File: config.mk
export PLATFORM = sky130hd
export DESIGN_NAME = fp32_add_arb
export DESIGN_NICKNAME = d
export VERILOG_FILES = /design/src/rtl/fpall_pkg.sv /design/src/rtl/fp32_add.sv /design/src/rtl/rr_arbiter.sv /design/src/rtl/fp32_add_arb.sv
export SDC_FILE = /design/constraint.sdc
export NUM_CORES = 1
export LEC_CHECK = 0
export ABC_AREA = 1
export BUFFER_PORTS_ARGS = -buffer_cell sky130_fd_sc_hd__buf_2
export CORE_UTILIZATION = 49
export CTS_BUF_LIST = sky130_fd_sc_hd__clkbuf_4 sky130_fd_sc_hd__clkbuf_8 sky130_fd_sc_hd__clkbuf_16
export CTS_CLUSTER_SIZE = 30
export DETAILED_ROUTE_END_ITERATION = 16
export HOLD_SLACK_MARGIN = 0.02
export PLACE_DENSITY = 0.79
export SLEW_MARGIN = 20
export SYNTH_ARGS = -nofsm -noshare
export SYNTH_HDL_FRONTEND = slang
export SYNTH_HIERARCHICAL = 1
export SYNTH_SLANG_ARGS = --single-unit
export TNS_END_PERCENT = 50
File: constraint.sdc
create_clock -name clk -period 18.3 [get_ports clk]
set_clock_uncertainty 0.2 [all_clocks]
set_input_delay 0.915 -clock clk [delete_from_list [all_inputs] [get_ports clk]]
set_output_delay 0.915 -clock clk [all_outputs]
set_load 0.05 [all_outputs]
File: src/rtl/fpall_pkg.sv
// Shared FP types for the FP cluster: operand format tag and adder request payload.
package fpall_pkg;

    localparam int unsigned FP32_W            = 32;
    localparam int unsigned FPADD_ARB_MAX_REQ = 8;

    // FMT_FP32_FTZ flushes subnormal results to signed zero
    typedef enum logic [0:0] {
        FMT_FP32     = 1'b0,
        FMT_FP32_FTZ = 1'b1
    } fp_fmt_e;

    typedef struct packed {
        logic [FP32_W-1:0] x;
        logic [FP32_W-1:0] y;
        fp_fmt_e           fmt;
    } fpadd_req_t;

endpackage

File: src/rtl/fp32_add.sv
// Combinational FP32 adder, round-to-nearest-even, optional flush-to-zero of subnormal results.
module fp32_add
    import fpall_pkg::*;
(
    input  logic [31:0] x,
    input  logic [31:0] y,
    input  fp_fmt_e     fmt,
    output logic [31:0] r
);

    logic [31:0] big, sml;
    logic [7:0]  ea, eb, d;
    logic [23:0] ma, mb;
    logic [26:0] mb_x, mb_al, mask, m27;
    logic [27:0] sum;
    logic [4:0]  lz;
    logic [9:0]  e10, sh, e_n;
    logic        rnd;
    logic [30:0] mag;
    logic        x_nan, y_nan, x_inf, y_inf;

    // Align, add/subtract magnitudes, normalise, round, then patch special values
    always_comb begin
        if (x[30:0] >= y[30:0]) begin
            big = x;
            sml = y;
        end else begin
            big = y;
            sml = x;
        end
        ea   = (big[30:23] == 8'd0) ? 8'd1 : big[30:23];
        eb   = (sml[30:23] == 8'd0) ? 8'd1 : sml[30:23];
        ma   = {big[30:23] != 8'd0, big[22:0]};
        mb   = {sml[30:23] != 8'd0, sml[22:0]};
        d    = ea - eb;
        mb_x = {mb, 3'b000};
        mask = '0;
        if (d >= 8'd27) begin
            mb_al = {26'd0, |mb};
        end else begin
            mask     = (27'd1 << d) - 27'd1;
            mb_al    = mb_x >> d;
            mb_al[0] = mb_al[0] | (|(mb_x & mask));
        end
        if (big[31] ^ sml[31]) begin
            sum = {1'b0, ma, 3'b000} - {1'b0, mb_al};
        end else begin
            sum = {1'b0, ma, 3'b000} + {1'b0, mb_al};
        end
        lz = 5'd27;
        for (int i = 0; i < 27; i++) begin
            if (sum[i]) lz = 5'(26 - i);
        end
        e10 = {2'b00, ea};
        sh  = '0;
        if (sum[27]) begin
            m27 = {sum[27:2], sum[1] | sum[0]};
            e_n = e10 + 10'd1;
        end else begin
            sh  = ((e10 - 10'd1) < {5'd0, lz}) ? (e10 - 10'd1) : {5'd0, lz};
            m27 = sum[26:0] << sh;
            e_n = m27[26] ? (e10 - sh) : 10'd0;
        end
        rnd = m27[2] & (m27[3] | m27[1] | m27[0]);
        mag = {e_n[7:0], m27[25:3]} + 31'(rnd);

        x_nan = (x[30:23] == 8'hFF) && (x[22:0] != 23'd0);
        y_nan = (y[30:23] == 8'hFF) && (y[22:0] != 23'd0);
        x_inf = (x[30:23] == 8'hFF) && (x[22:0] == 23'd0);
        y_inf = (y[30:23] == 8'hFF) && (y[22:0] == 23'd0);

        if (x_nan || y_nan || (x_inf && y_inf && (x[31] != y[31]))) begin
            r = 32'h7FC0_0000;
        end else if (x_inf) begin
            r = x;
        end else if (y_inf) begin
            r = y;
        end else if (sum == 28'd0) begin
            r = {big[31] & sml[31], 31'd0};
        end else if (e_n >= 10'd255) begin
            r = {big[31], 8'hFF, 23'd0};
        end else if ((fmt == FMT_FP32_FTZ) && (mag[30:23] == 8'd0)) begin
            r = {big[31], 31'd0};
        end else begin
            r = {big[31], mag};
        end
    end

endmodule

File: src/rtl/rr_arbiter.sv
// Round-robin grant: first asserted request at or after ptr, wrapping modulo N.
module rr_arbiter #(
    parameter  int unsigned N  = 4,
    localparam int unsigned IW = (N > 1) ? $clog2(N) : 1
) (
    input  logic [N-1:0]  req,
    input  logic [IW-1:0] ptr,
    output logic [N-1:0]  gnt,
    output logic [IW-1:0] gnt_idx,
    output logic          any
);

    logic [IW-1:0] idx;

    // Rotating priority search starting at ptr
    always_comb begin
        gnt     = '0;
        gnt_idx = '0;
        any     = 1'b0;
        idx     = '0;
        for (int unsigned k = 0; k < N; k++) begin
            idx = IW'((32'(ptr) + k) % N);
            if (!any && req[idx]) begin
                gnt[idx] = 1'b1;
                gnt_idx  = idx;
                any      = 1'b1;
            end
        end
    end

endmodule

File: src/rtl/fp32_add_arb.sv
// Round-robin scheduler sharing one fp32_add among NUM_REQ requesters,
// with a LAT-stage stallable pipeline and a tagged response channel.
// Optional build macro FPADD_ARB_STATS_EN adds saturating accept/stall counters.
module fp32_add_arb
    import fpall_pkg::*;
#(
    parameter  int unsigned NUM_REQ = 4,
    parameter  int unsigned LAT     = 2,
    localparam int unsigned ID_W    = $clog2(NUM_REQ)
) (
    input  logic                      clk,
    input  logic                      rst_n,
    input  logic [NUM_REQ-1:0]        req_valid,
    output logic [NUM_REQ-1:0]        req_ready,
    input  logic [NUM_REQ-1:0][31:0]  req_x,
    input  logic [NUM_REQ-1:0][31:0]  req_y,
    input  fp_fmt_e                   req_fmt [NUM_REQ],
    output logic                      rsp_valid,
    input  logic                      rsp_ready,
    output logic [ID_W-1:0]           rsp_id,
    output logic [31:0]               rsp_r
`ifdef FPADD_ARB_STATS_EN
    ,
    output logic [NUM_REQ-1:0][15:0]  stat_accept,
    output logic [15:0]               stat_stall
`endif
);

    logic [ID_W-1:0]    ptr, gnt_idx;
    logic [NUM_REQ-1:0] gnt;
    logic               any, stall, accept;
    fpadd_req_t         s1_req;
    logic [ID_W-1:0]    s1_id;
    logic               s1_valid;
    logic [31:0]        add_r;

    rr_arbiter #(.N(NUM_REQ)) u_arb (
        .req     (req_valid),
        .ptr     (ptr),
        .gnt     (gnt),
        .gnt_idx (gnt_idx),
        .any     (any)
    );

    fp32_add u_add (
        .x   (s1_req.x),
        .y   (s1_req.y),
        .fmt (s1_req.fmt),
        .r   (add_r)
    );

    assign stall     = rsp_valid & ~rsp_ready;
    assign accept    = any & ~stall & rst_n;
    assign req_ready = (rst_n && !stall) ? gnt : '0;

    // Priority pointer moves just past the accepted requester
    always_ff @(posedge clk or negedge rst_n) begin
        if (!rst_n) begin
            ptr <= '0;
        end else if (accept) begin
            ptr <= (gnt_idx == ID_W'(NUM_REQ - 1)) ? '0 : gnt_idx + ID_W'(1);
        end
    end

    // Stage 1 captures the winner's operands, or a bubble when nothing is accepted
    always_ff @(posedge clk or negedge rst_n) begin
        if (!rst_n) begin
            s1_valid <= 1'b0;
            s1_id    <= '0;
            s1_req   <= '0;
        end else if (!stall) begin
            s1_valid   <= accept;
            s1_id      <= gnt_idx;
            s1_req.x   <= req_x[gnt_idx];
            s1_req.y   <= req_y[gnt_idx];
            s1_req.fmt <= req_fmt[gnt_idx];
        end
    end

    if (LAT == 1) begin : g_lat1
        assign rsp_valid = s1_valid;
        assign rsp_id    = s1_id;
        assign rsp_r     = add_r;
    end else begin : g_latn
        logic [31:0]     res_q [LAT-1];
        logic [ID_W-1:0] id_q  [LAT-1];
        logic            vld_q [LAT-1];

        // Result stages 2..LAT shift together and freeze on stall
        always_ff @(posedge clk or negedge rst_n) begin
            if (!rst_n) begin
                for (int j = 0; j < int'(LAT) - 1; j++) begin
                    res_q[j] <= '0;
                    id_q[j]  <= '0;
                    vld_q[j] <= 1'b0;
                end
            end else if (!stall) begin
                res_q[0] <= add_r;
                id_q[0]  <= s1_id;
                vld_q[0] <= s1_valid;
                for (int j = 1; j < int'(LAT) - 1; j++) begin
                    res_q[j] <= res_q[j-1];
                    id_q[j]  <= id_q[j-1];
                    vld_q[j] <= vld_q[j-1];
                end
            end
        end

        assign rsp_valid = vld_q[LAT-2];
        assign rsp_id    = id_q[LAT-2];
        assign rsp_r     = res_q[LAT-2];
    end

`ifdef FPADD_ARB_STATS_EN
    // Saturating per-requester accept and stall-cycle counters
    always_ff @(posedge clk or negedge rst_n) begin
        if (!rst_n) begin
            stat_accept <= '0;
            stat_stall  <= '0;
        end else begin
            if (stall && (stat_stall != 16'hFFFF)) begin
                stat_stall <= stat_stall + 16'd1;
            end
            for (int i = 0; i < int'(NUM_REQ); i++) begin
                if (accept && gnt[i] && (stat_accept[i] != 16'hFFFF)) begin
                    stat_accept[i] <= stat_accept[i] + 16'd1;
                end
            end
        end
    end
`endif

endmodule
==> reports/results.ini <==
[status]
status=complete, no violations

[floorplanning]
die_w_um=195
ios=306
die_h_um=195
rows=70
core_um2=36500
dieArea_um2=37900
initial_core_util_pct=49.8

[min_path]
hp-class=register to register
worstHoldStart=rsp_r[24]$_DFFE_PN0N_

[worst_setup_path]
path_common_cell=nand2_1
cp_max_fo=53
slowest_stage=o21ai_0
crit_arrival_ns=16.47
worst_setup_path_start_kind=register
critPathRequiredTime_ns=18.35
r2r-start=s1_req[15]$_DFFE_PN0N_
crit_type=register to register
slowest_delay_ns=0.76
end_kind=register
critical_path.startpoint=s1_req[15]$_DFFE_PN0N_

[layout]
nets=3961
syn_to_final_growth_pct=9.90
fin_util_pct=54.7
layout-drive-gt1-share_pct=12.5

[clocking]
numCtsBuffers=9
clk_pin_slew_ns=0.07
htree_levels=3
cts-root-buf=clkbuf_16
post_cts_buffers=0
cts_sinks=105
clk_latency_ns=0.36
cts_hold_buffers=0
cts_tree=yes
clock_path_buffers=2

[grt]
grtUsageTotal_pct=33.5
gr-total-overflow=0
grt_max_degree=103
grt_pass1_wl_um=103000
antenna_found_initial=3
first_global_vias=20100

[timing]
setup_ws_ns=1.88
period_share_pct=89.7
setup_viol=0
finalMaxSlewViolations=0
rsz0062_at_grt=false
slew_headroom_pct=27.0
tightest_slew_ns=1.09
fin_crit_ns=16.42
tns_ns=0
max_freq_ghz=0.0609
hold_viol=0

[placement]
io_buffer_count=305
place_congestion=1.02
dp_slack_ns=1.77
post-dp-hpwl_um=51900

[routing]
ant_nets=0
drtIter0Drc=2636
route.vias.total=22600
totalWireLength_um=64700
route.detailed.drc=0
drt_pre_antenna_iters=6
viasPerCell=5.55
wl_per_cell_um=15.9

[synthesis]
ys_types=62
synth_area_leaders=nand2_1 29%, dfrtp_1 14%, nand3_1 13%, inv_1 8.6%, ha_1 7.3%
async_reset_ff_share_pct=100
netlist_instances=3397
ys_seq_area_share_pct=14.5
yosysTopAreaCell=nand2_1
synthesis.area_um2=18200
syn_avg_cell_area_um2=5.35
ys.flop_type=dfrtp_1
yosysTopAreaCellShare_pct=28.6
synth_commonest_cells=1385 x nand2_1, 459 x nand3_1, 417 x inv_1, 208 x nor2_1, 106 x ha_1
synth.most_common_cell=nand2_1
syn_nets=3773
ys.warnings.count=6
ys_ff_latch=105
synth-edff-count=0

[run]
drv_cap=0

## metrics by stage
step	instance area, µm²	hold slack (ns)	std cells
after floorplan	18200	0.219	3397
after global placement	19700	0.237	4041
after detailed placement	19700	0.254	4041
after CTS	20000	0.271	4057
after global routing	20000	0.291	4061
final	20000	0.270	4062
## critical path: cells and delay by family (launching register included)
family                   cells  cell delay (ns)
AO/OA/AOI/OAI               16             3.84
flip-flops                   1             0.37
XOR/XNOR                     1             0.39
adder cells (fa/ha/maj)      6             1.88
buffers and inverters        7             0.67
AND/OR/NAND/NOR             58             8.92
## final timing paths
check,end,slack [ns],cells past startpoint
min reg2reg,rsp_r[24]$_DFFE_PN0N_,0.27,2
max reg2reg,rsp_r[0]$_DFFE_PN0N_,1.88,88
min in group asynchronous,rsp_r[13]$_DFFE_PN0N_,0.32,1
max in group asynchronous,s1_req[10]$_DFFE_PN0N_,16.29,2
min,rsp_r[24]$_DFFE_PN0N_,0.27,2
max,rsp_r[0]$_DFFE_PN0N_,1.88,88
## state kept, by name, summed over array words and instances (netlist names)
signal,count
s1_req,65
rsp_r,32
ptr,2
rsp_id,2
rsp_valid,1
s1_id,2
s1_valid,1
## layer usage
layer	share of wire [%]	vias up	wire [µm]	track usage, %
met3	9.2	192	5960	4.84
met1	42	10000	27200	44.3
met4	4.4	0	2860	14.5
met2	44	1170	28700	54.3
li1	-	11200	-	-
met5	0	-	0	0
## area by class of cell
class	count	area [µm²]
Sequential cell	105	2630
Fill cell	3917	16500
Multi-Input combinational cell	2701	13100
Clock buffer	12	254
Timing Repair Buffer	324	1670
Inverter	443	1670
Clock inverter	4	28.8
Timing Repair inverter	1	5.00
Antenna cell	4	10.0
Tap cell	468	586
## cells in the final DEF (no fill, tap or decap), types with 21 or more instances in the layout
cell type and count:
inv_1 416, nor3_1 43, xor2_1 33, a21oi_1 94, nand4_1 87, dfrtp_1 105
buf_2 304, o21ai_0 101, nor2_1 207, nand2_1 1383, ha_1 106, nand3_1 458
nand2_2 32, inv_2 21
## cell families (layout without fill, tap and decap cells)
family,after synthesis,in the layout,synth area share [%]
buffers and inverters,591,784,13.5
AOI/OAI and AO/OA,271,271,8.56
DFF,105,105,14.5
and+or+nand+nor,2273,2273,53.5
xor gates and xnor gates,47,47,2.31
adders and majority gates,109,109,7.63
other,1,5,0.0206
## what timing repair did
| action | 4_1_cts | 5_1_grt |
|---|---|---|
| setup endpoints to repair | 0 | 30 |
| hold endpoints to repair | 0 | 0 |
| gates resized for setup | 0 | 5 |
Power is not shown: default switching activity piles up to over one toggle a cycle in this logic, so the estimate is an artifact.
